File: config.mk
export PLATFORM = sky130hd
export DESIGN_NAME = draw_text_layer_flat
export DESIGN_NICKNAME = d
export VERILOG_FILES = /design/src/rtl/draw_text_layer_if.sv /design/src/rtl/draw_text_layer.sv /design/src/flat_wrapper.sv
export SDC_FILE = /design/constraint.sdc
export NUM_CORES = 1
export LEC_CHECK = 0
export BUFFER_PORTS_ARGS = -buffer_cell sky130_fd_sc_hd__buf_4
export CAP_MARGIN = 20
export CELL_PAD_IN_SITES_DETAIL_PLACEMENT = 1
export CELL_PAD_IN_SITES_GLOBAL_PLACEMENT = 1
export CORE_UTILIZATION = 25
export CTS_CLUSTER_SIZE = 30
export DETAILED_ROUTE_END_ITERATION = 10
export GPL_TIMING_DRIVEN = 0
export PLACE_DENSITY_LB_ADDON = 0.1
export SETUP_SLACK_MARGIN = 0.05
export SYNTH_ARGS = -nofsm -noshare
export SYNTH_HDL_FRONTEND = slang
export SYNTH_SLANG_ARGS = --single-unit
export TNS_END_PERCENT = 20
File: constraint.sdc
create_clock -name clk -period 11.13 [get_ports clk]
set_clock_uncertainty 0.2 [all_clocks]
set_input_delay 2.226 -clock clk [delete_from_list [all_inputs] [get_ports clk]]
set_output_delay 2.226 -clock clk [all_outputs]
set_load 0.02 [all_outputs]
File: src/rtl/draw_text_layer_if.sv
// VGA timing bundle shared by the text overlay and its neighbours in the video chain.
// "in" is the consumer view, "out" is the producer view.
interface vga_if;
    logic [10:0] hcount;
    logic [10:0] vcount;
    logic        hblnk;
    logic        vblnk;
    logic        hsync;
    logic        vsync;

    modport in  (input  hcount, vcount, hblnk, vblnk, hsync, vsync);
    modport out (output hcount, vcount, hblnk, vblnk, hsync, vsync);
endinterface

File: src/rtl/draw_text_layer.sv
// Text-window overlay: addresses an external character buffer / font ROM and composites
// glyph pixels over the upstream video with a 4-clock pipeline and a blinking cursor.
module draw_text_layer #(
    parameter int FONT_W       = 8,
    parameter int FONT_H       = 16,
    parameter int COLS         = 16,
    parameter int ROWS         = 16,
    parameter int SCALE_LOG2   = 0,
    parameter int BLINK_FRAMES = 30,
    parameter int RGB_B        = 12
) (
    input  logic                                  clk,
    input  logic                                  rst,
    vga_if.in                                     vga_in,
    input  logic [RGB_B-1:0]                      rgb_i,
    vga_if.out                                    vga_out,
    output logic [RGB_B-1:0]                      rgb_o,
    input  logic [10:0]                           x_pos,
    input  logic [10:0]                           y_pos,
    input  logic [RGB_B-1:0]                      fg_color,
    input  logic [RGB_B-1:0]                      bg_color,
    input  logic                                  bg_en,
    input  logic                                  cursor_en,
    input  logic [$clog2(ROWS)+$clog2(COLS)-1:0]  cursor_xy,
    output logic [$clog2(ROWS)+$clog2(COLS)-1:0]  char_xy,
    output logic [$clog2(FONT_H)-1:0]             char_line,
    input  logic [0:FONT_W-1]                     char_pixels
);

    localparam int FW_L  = $clog2(FONT_W);
    localparam int FH_L  = $clog2(FONT_H);
    localparam int COL_L = $clog2(COLS);
    localparam int ROW_L = $clog2(ROWS);
    localparam int XY_W  = ROW_L + COL_L;
    localparam int TIM_W = 26;
    localparam int BC_W  = (BLINK_FRAMES > 1) ? $clog2(BLINK_FRAMES) : 1;

    localparam logic [31:0] WIN_W = 32'((FONT_W * COLS) << SCALE_LOG2);
    localparam logic [31:0] WIN_H = 32'((FONT_H * ROWS) << SCALE_LOG2);

    // ---------------- stage 0: window-relative coordinates ----------------
    logic [10:0]      w_dx;
    logic [10:0]      w_dy;
    logic             w_in_win;
    logic [COL_L-1:0] w_col;
    logic [ROW_L-1:0] w_row;
    logic [FW_L-1:0]  w_px;
    logic [FH_L-1:0]  w_line;
    logic [XY_W-1:0]  w_xy;
    logic             w_hit;
    logic [TIM_W-1:0] w_tim_in;

    assign w_dx = vga_in.hcount - x_pos;
    assign w_dy = vga_in.vcount - y_pos;

    assign w_in_win = (vga_in.hcount >= x_pos) && (vga_in.vcount >= y_pos) &&
                      ({21'd0, w_dx} < WIN_W) && ({21'd0, w_dy} < WIN_H);

    // Unscaling and the col/px split are pure bit-slices; the whole text field
    // (including magnification) must therefore fit inside the 11-bit counters.
    assign w_px   = w_dx[SCALE_LOG2 +: FW_L];
    assign w_col  = w_dx[SCALE_LOG2 + FW_L +: COL_L];
    assign w_line = w_dy[SCALE_LOG2 +: FH_L];
    assign w_row  = w_dy[SCALE_LOG2 + FH_L +: ROW_L];
    assign w_xy   = {w_row, w_col};
    assign w_hit  = (cursor_xy == w_xy);

    assign w_tim_in = {vga_in.hcount, vga_in.vcount, vga_in.hblnk,
                       vga_in.vblnk, vga_in.hsync, vga_in.vsync};

    // ---------------- stages 1..3: side-band pipeline ----------------
    // Index 0 holds stage 1, index 2 holds stage 3.
    logic [2:0][FW_L-1:0]  r_px;
    logic [2:0]            r_win;
    logic [2:0]            r_hit;
    logic [2:0][TIM_W-1:0] r_tim;
    logic [2:0][RGB_B-1:0] r_rgb;

    // NOTE: every pipeline register is reset so a mid-frame reset can never leak
    // a half-processed pixel; non-blocking assignments keep the stages moving in lockstep.
    always_ff @(posedge clk or posedge rst) begin
        if (rst) begin
            char_xy   <= '0;
            char_line <= '0;
            r_px      <= '0;
            r_win     <= '0;
            r_hit     <= '0;
            r_tim     <= '0;
            r_rgb     <= '0;
        end else begin
            char_xy   <= w_xy;
            char_line <= w_line;
            r_px      <= {r_px[1:0],  w_px};
            r_win     <= {r_win[1:0], w_in_win};
            r_hit     <= {r_hit[1:0], w_hit};
            r_tim     <= {r_tim[1:0], w_tim_in};
            r_rgb     <= {r_rgb[1:0], rgb_i};
        end
    end

    // ---------------- cursor blink, one tick per vblank entry ----------------
    logic            r_vblnk_d;
    logic [BC_W-1:0] r_blink_cnt;
    logic            r_blink_on;
    logic            w_frame_tick;

    assign w_frame_tick = vga_in.vblnk & ~r_vblnk_d;

    always_ff @(posedge clk or posedge rst) begin
        if (rst) begin
            r_vblnk_d   <= 1'b0;
            r_blink_cnt <= '0;
            r_blink_on  <= 1'b0;
        end else begin
            r_vblnk_d <= vga_in.vblnk;
            if (w_frame_tick) begin
                if (r_blink_cnt == BC_W'(BLINK_FRAMES - 1)) begin
                    r_blink_cnt <= '0;
                    r_blink_on  <= ~r_blink_on;
                end else begin
                    r_blink_cnt <= r_blink_cnt + 1'b1;
                end
            end
        end
    end

    // ---------------- stage 3: compose and register the output ----------------
    logic w_pix;
    logic w_inv;
    logic w_glyph;

    assign w_pix   = char_pixels[r_px[2]];
    assign w_inv   = cursor_en & r_hit[2] & r_blink_on;
    assign w_glyph = w_pix ^ w_inv;

    always_ff @(posedge clk or posedge rst) begin
        if (rst) begin
            rgb_o <= '0;
            {vga_out.hcount, vga_out.vcount, vga_out.hblnk,
             vga_out.vblnk, vga_out.hsync, vga_out.vsync} <= '0;
        end else begin
            if (r_win[2] && w_glyph) begin
                rgb_o <= fg_color;
            end else if (r_win[2] && (bg_en || w_inv)) begin
                rgb_o <= bg_color;
            end else begin
                rgb_o <= r_rgb[2];
            end
            {vga_out.hcount, vga_out.vcount, vga_out.hblnk,
             vga_out.vblnk, vga_out.hsync, vga_out.vsync} <= r_tim[2];
        end
    end

endmodule

File: src/flat_wrapper.sv
// flat-port wrapper written by rule: the top's interface ports become plain ports
module draw_text_layer_flat 
#(
    parameter int FONT_W       = 8,
    parameter int FONT_H       = 16,
    parameter int COLS         = 16,
    parameter int ROWS         = 16,
    parameter int SCALE_LOG2   = 0,
    parameter int BLINK_FRAMES = 30,
    parameter int RGB_B        = 12
)
  (clk, rst, rgb_i, rgb_o, x_pos, y_pos, fg_color, bg_color, bg_en, cursor_en, cursor_xy, char_xy, char_line, char_pixels, vga_in_hcount, vga_in_vcount, vga_in_hblnk, vga_in_vblnk, vga_in_hsync, vga_in_vsync, vga_out_hcount, vga_out_vcount, vga_out_hblnk, vga_out_vblnk, vga_out_hsync, vga_out_vsync);
  vga_if vga_in_i ();
  vga_if vga_out_i ();
  input  logic clk;
  input  logic rst;
  input  logic [RGB_B-1:0] rgb_i;
  output logic [RGB_B-1:0] rgb_o;
  input  logic [10:0] x_pos;
  input  logic [10:0] y_pos;
  input  logic [RGB_B-1:0] fg_color;
  input  logic [RGB_B-1:0] bg_color;
  input  logic bg_en;
  input  logic cursor_en;
  input  logic [$clog2(ROWS)+$clog2(COLS)-1:0] cursor_xy;
  output logic [$clog2(ROWS)+$clog2(COLS)-1:0] char_xy;
  output logic [$clog2(FONT_H)-1:0] char_line;
  input  logic [0:FONT_W-1] char_pixels;
  input wire logic [$bits(vga_in_i.hcount)-1:0] vga_in_hcount;
  input wire logic [$bits(vga_in_i.vcount)-1:0] vga_in_vcount;
  input wire logic [$bits(vga_in_i.hblnk)-1:0] vga_in_hblnk;
  input wire logic [$bits(vga_in_i.vblnk)-1:0] vga_in_vblnk;
  input wire logic [$bits(vga_in_i.hsync)-1:0] vga_in_hsync;
  input wire logic [$bits(vga_in_i.vsync)-1:0] vga_in_vsync;
  output wire logic [$bits(vga_out_i.hcount)-1:0] vga_out_hcount;
  output wire logic [$bits(vga_out_i.vcount)-1:0] vga_out_vcount;
  output wire logic [$bits(vga_out_i.hblnk)-1:0] vga_out_hblnk;
  output wire logic [$bits(vga_out_i.vblnk)-1:0] vga_out_vblnk;
  output wire logic [$bits(vga_out_i.hsync)-1:0] vga_out_hsync;
  output wire logic [$bits(vga_out_i.vsync)-1:0] vga_out_vsync;
  assign vga_in_i.hcount = vga_in_hcount;
  assign vga_in_i.vcount = vga_in_vcount;
  assign vga_in_i.hblnk = vga_in_hblnk;
  assign vga_in_i.vblnk = vga_in_vblnk;
  assign vga_in_i.hsync = vga_in_hsync;
  assign vga_in_i.vsync = vga_in_vsync;
  assign vga_out_hcount = vga_out_i.hcount;
  assign vga_out_vcount = vga_out_i.vcount;
  assign vga_out_hblnk = vga_out_i.hblnk;
  assign vga_out_vblnk = vga_out_i.vblnk;
  assign vga_out_hsync = vga_out_i.hsync;
  assign vga_out_vsync = vga_out_i.vsync;
  draw_text_layer #(.FONT_W(FONT_W), .FONT_H(FONT_H), .COLS(COLS), .ROWS(ROWS), .SCALE_LOG2(SCALE_LOG2), .BLINK_FRAMES(BLINK_FRAMES), .RGB_B(RGB_B)) u_core (.clk(clk), .rst(rst), .vga_in(vga_in_i), .rgb_i(rgb_i), .vga_out(vga_out_i), .rgb_o(rgb_o), .x_pos(x_pos), .y_pos(y_pos), .fg_color(fg_color), .bg_color(bg_color), .bg_en(bg_en), .cursor_en(cursor_en), .cursor_xy(cursor_xy), .char_xy(char_xy), .char_line(char_line), .char_pixels(char_pixels));
endmodule
* After elaboration in Yosys (flattened, before gate mapping)
Index checks and enable logic that the tools add are counted.
** Cells by class
- Bitwise gates (word level) :: 7
- $lt $le $gt $ge :: 5
- Add/subtract/negate cells :: 3
- Reductions and logical operators :: 7
- Equality and inequality tests :: 2
- Mux-type cells :: 6
** Operators by type and width (count)
- $mux 12 :: 2
- $ge 11x11->1 :: 2
- $sub 11x11->11 :: 2
- $lt 11x8->1 const B :: 1
- $lt 11x9->1 const B :: 1
- $eq 8x8->1 :: 1
- $add 5x1->5 const B :: 1
- $eq 5x5->1 const B :: 1
- $logic_and 1x1->1 :: 5
- $mux 5 :: 1
- $ge 4x4->1 const B :: 1
- $not 3->4 :: 1
- $and 1x1->1 :: 3
- $bmux 1 s3 :: 1
- $mux 1 :: 2
- $not 1->1 :: 2
- $reduce_and 2->1 :: 1
- $logic_or 1x1->1 :: 1
- $xor 1x1->1 :: 1
** Storage, ports and cells
- Logic and storage cells :: 53
- Register bits :: 186
- Output and inout port bits :: 50

* Logic depth before layout (Yosys ltp)
- Depth after elaboration :: 7
- Depth in mapped cells :: 10
- Mapped depth without buffers :: 10

* Worst setup path before layout
Ideal clock, no wire load.
- Path type :: input port to flip-flop
- From :: input port vga_in_vcount[0]
- To :: register u_core.r_win[0]
- Library setup time :: 0.096 ns
- Path slack :: 6.740 ns
- Cell stages on the path :: 9
- Data required time :: 10.834 ns
- Arrival :: 4.095 ns
- Path through :: inv_1 -> ha_1 -> fa_1 -> nand2b_1 -> a211o_1 -> o211a_1 -> a2111oi_4 -> o2111ai_1 -> nor4_2
** Between the ends
- Word-level cells in the longest chain between the ends :: 4
- Elaborated cells between the ends (all ways) :: 6
- Those cells by class :: add/sub: 1; order compare: 2; reduce/logical: 3
** Ends and longest elaborated chain
- start, declared :: line flat_wrapper.sv:30 : input wire logic [$bits(vga_in_i.vcount)-1:0] vga_in_vcount;
- branches (longest 3 deep; another with $sub 11x11->11)
- $logic_and 1x1->1 * :: line draw_text_layer.sv:57 : ({21'd0, w_dx} < WIN_W) && ({21'd0, w_dy} < WIN_H);
- named net u_core.w_in_win :: line draw_text_layer.sv:44 : logic w_in_win;
- end signal, assigned :: line draw_text_layer.sv:94 : r_win <= {r_win[1:0], w_in_win};
- end, declared :: line draw_text_layer.sv:74 : logic [2:0] r_win;
Mark *: on every way through the listed nets, which the timed path passes.
A chain may end at the register's enable or synchronous reset.

* Worst setup path in the final report
Ends and elaborated chain as after synthesis.

==> results.md <==
- DRC violations left: 0
- maximum clock insertion buffer count: 2
- number of setup buffers added after CTS: 0
- hold violation total from the final report: 0
- Avg Inst Size Synth: 14.38 sq um
- commonest non-fill, non-tap cells in the layout: sky130_fd_sc_hd__dfrtp_1 (185), sky130_fd_sc_hd__buf_4 (154), sky130_fd_sc_hd__inv_1 (33), sky130_fd_sc_hd__a21oi_1 (29)
- power share of the combinational group: 13.2%
- ratio of final minimum period to clock period: 39.67%
- Total Wirelength: 14.51 mm
- Post-Synthesis Cells: 453
- overall routing resource usage: 11.78%
- power density of the placed cells: 176.8 mW/mm^2
- Inserted Clock Buffers: 17
- layout overhead on the synthesized area: 33.36%
- number of design-rule violations left by the first detailed-router iteration: 180
- unrepaired setup endpoints after global routing: false
- distinct cell type count of the synthesized netlist: 55
- final routed wire length divided by cell count: 14.97 um
- required time reported for the critical path endpoint: 11250 ps
- TritonCTS Sinks: 185
- slowest cell on the critical path: sky130_fd_sc_hd__fa_1
- max-capacitance violation count: 0
- Post-CTS Hold Fix Bufs: 0
- width of the die: 163.4 um
- most common cell after layout, fill and taps aside: sky130_fd_sc_hd__dfrtp_1
- antenna violations before repair: 0
- vias post-DR: 4020
- Tmin final: 4416 ps
- synthesized cell area: 0.006515 sq mm
- Synth async-reset ratio: 100.0%
- placer's final routability congestion estimate: 0.7425
- crit path from: vga_in_vcount[0]
- Net Count, Synth: 583
- share of the synthesized area in the top cell type: 71.06%
- number of cells after detailed placement: 937
- number of top-level design ports: 154
- H-tree lvl count: 4
- Max IR drop VDD: 0.06300 mV
- headroom to the max-slew limit: 58.54%
- met2 track utilization from global routing: 18.76%
- path type of the worst min-delay path: flop to flop
- fraction of power consumed by sequential logic: 48.3%
- critical hold path startpoint: u_core.r_rgb[19]
- launch instance of the worst register-to-register path: u_core.r_px[6]
- switching power as a share of total power: 27.32%
- area of placed instances: 0.008112 sq mm
- DR vias/cell: 4.149
- n_diodes: 0
- clk slew on worst S/H paths: 80 ps
- post-route ant nets: 0
- Worst Hold Slack: 143.2 ps
- global routing usage on met1: 15.07%
- setup slack of the worst register-to-register path: 9010 ps
- critical path class: input port to flop
- number of enable flip-flop cells after synthesis: 0
- Sum Neg Setup Slack: 0 ps
- GR Layer Usage met3: 3.657%
- insertion delay to the later sink of the worst-skew pair: 420 ps
- kind of launch point of the worst setup path: input port
- I/O Buffers: 153
- root cell of the clock tree: sky130_fd_sc_hd__clkbuf_16
- leakage power of the design: 0.004193 uW
- proportion of synthesized chip area in sequential cells: 71.06%
- Fmax: 226.5 MHz
- chip height: 163.4 um
- final cell count without fillers: 969
- share of power burned in the clock network: 38.5%
- largest net degree at the start of global routing: 125
- number of resized instances in the post-cts repair step: 0
- number of placement rows: 58
- Synth Flop Type: sky130_fd_sc_hd__dfrtp_1
- #FFs+latches synth: 185
- fill cell instance count of the final layout: 2727
- number of global-route vias before repair: 4548
- result of the run: finished clean
- slew at the pin closest to its max-slew limit: 622.0 ps
- Design Area, Final: 0.008688 sq mm
- maximum cell stage delay along the critical path: 410 ps
- final core utilization: 34.21%
- Synth area leaders: sky130_fd_sc_hd__dfrtp_1 (71%), sky130_fd_sc_hd__ha_1 (4.6%), sky130_fd_sc_hd__a21oi_1 (2.2%)
- Critical Path Fanout Max: 3
- net switching power: 419.7 uW
- internal cell power: 1116 uW
- max-slew violation total from the final report: 0
- initial cell density of the core: 25.65%
- Arrival @ worst endpoint: 4540 ps
- Yosys warnings: 0
- CTS tree: yes
- total overflow reported by the global router: 0
- layer with the highest usage: met2
- Finish-stage setup viols: 0
- cell taking the most area after synthesis: sky130_fd_sc_hd__dfrtp_1
- wire length of the first global-routing pass: 23.93 mm
- Floorplan Core Area: 0.02540 sq mm
- capturing element type of the critical path: flop
- crit-path cells: buf_4 > inv_1 > ha_1 > fa_1 > nand2b_1 > a211o_1 > o211a_1 > a2111oi_4 > o2111ai_1 > nor4_2
- HPWL after detailed placement: 10.49 mm
- area of the die: 0.02671 sq mm
- Nets: 756
- layout cells sized above 1: 32.08%
- number of detailed-route iterations in the first pass: 4
-- synthesized netlist by cell type (2+ instances only) --
| cell | count |
|---|---|
| sky130_fd_sc_hd__and4_1 | 2 |
| sky130_fd_sc_hd__o21bai_1 | 2 |
| sky130_fd_sc_hd__nand2_1 | 14 |
| sky130_fd_sc_hd__o2111a_1 | 2 |
| sky130_fd_sc_hd__mux4_2 | 2 |
| sky130_fd_sc_hd__a21oi_1 | 29 |
| sky130_fd_sc_hd__nand3_1 | 5 |
| sky130_fd_sc_hd__mux2i_1 | 13 |
| sky130_fd_sc_hd__or3_1 | 2 |
| sky130_fd_sc_hd__xor2_1 | 7 |
| sky130_fd_sc_hd__o211ai_1 | 3 |
| sky130_fd_sc_hd__a211oi_1 | 4 |
| sky130_fd_sc_hd__xnor3_1 | 3 |
| sky130_fd_sc_hd__ha_1 | 24 |
| sky130_fd_sc_hd__a21o_1 | 5 |
| sky130_fd_sc_hd__fa_1 | 2 |
| sky130_fd_sc_hd__nand2b_1 | 10 |
| sky130_fd_sc_hd__dfrtp_1 | 185 |
| sky130_fd_sc_hd__o21ai_0 | 16 |
| sky130_fd_sc_hd__buf_2 | 7 |
| sky130_fd_sc_hd__nand4_1 | 3 |
| sky130_fd_sc_hd__xnor2_1 | 12 |
| sky130_fd_sc_hd__nor3_1 | 6 |
| sky130_fd_sc_hd__a211o_1 | 3 |
| sky130_fd_sc_hd__o21ai_1 | 2 |
| sky130_fd_sc_hd__o2bb2ai_1 | 3 |
| sky130_fd_sc_hd__inv_1 | 34 |
| sky130_fd_sc_hd__nor2b_1 | 3 |
| sky130_fd_sc_hd__nor2_1 | 24 |
-- cell families (layout without fill, tap and decap cells) --
logic type / after synthesis / in the layout / synth area share (%)
simple gates: 77 / 77 / 6.012
compound gates: 84 / 84 / 8.681
buf+inv: 44 / 230 / 2.746
xor+xnor: 22 / 22 / 3.591
mux: 15 / 15 / 2.689
fa+ha+maj: 26 / 26 / 5.224
flops: 185 / 185 / 71.06
-- sequential cells by signal, summed over array words and instances (netlist names), 3 cells and up --
name,count
u_core.r_tim,78
u_core.r_rgb,36
u_core.rgb_o,12
u_core.vga_out.hcount,11
u_core.vga_out.vcount,11
u_core.r_px,9
u_core.char_xy,8
u_core.r_blink_cnt,5
u_core.char_line,4
u_core.r_hit,3
u_core.r_win,3
-- metal layers --
layer / vias to the layer above / routed length (um)
met5: - / 0
met2: 113 / 6951
met4: 0 / 206
met1: 2002 / 6558
li1: 1889 / -
met3: 16 / 792
-- area by class of cell --
class                   count  area (sq um)  share of cell area (%)
well taps                 330         412.9                   4.752
flip-flops and latches    185          4629                   53.28
repair buffers            154          1176                   13.54
multi-input cells         224          1707                   19.64
clock buffers              18         429.2                   4.940
plain buffers              10         51.30                  0.5904
clock inverters            14         147.6                   1.699
inverters                  34         135.1                   1.555
-- stage by stage --
stage | power, uW | worst slack (ps)
detailed placement | 962.3 | 6244
floorplan | 868.6 | 3675
CTS | 1576 | 6691
global route | 1625 | 6561
finish | 1536 | 6714
global placement | 955.7 | 1471
-- power by group through the flow --
stage          combinational [uW]  clock [uW]  sequential (uW)
2_1_floorplan                97.9           0              771
3_3_place_gp                  202           0              754
3_5_place_dp                  207           0              755
4_1_cts                       208         625              743
5_1_grt                       227         650              748
6_report                      203         592              741
-- worst max-delay path, delay by kind of cell --
kind                       cells  cell delay [ps]
adders and majority gates      2              620
buffers and inverters          2              110
and+or+nand+nor                2              400
AOI/OAI and AO/OA              4             1170
-- final timing paths --
kind                                   endpoint  cells past startpoint
max in group asynchronous     u_core.char_xy[6]                      3
setup reg to reg                u_core.rgb_o[9]                      7
min in group asynchronous  u_core.vga_out.hblnk                      2
hold reg to reg                u_core.r_rgb[31]                      0
setup / recovery                u_core.r_win[0]                     10
hold / removal                 u_core.r_rgb[31]                      0
No activity file was read; power rests on OpenSTA's default activity.
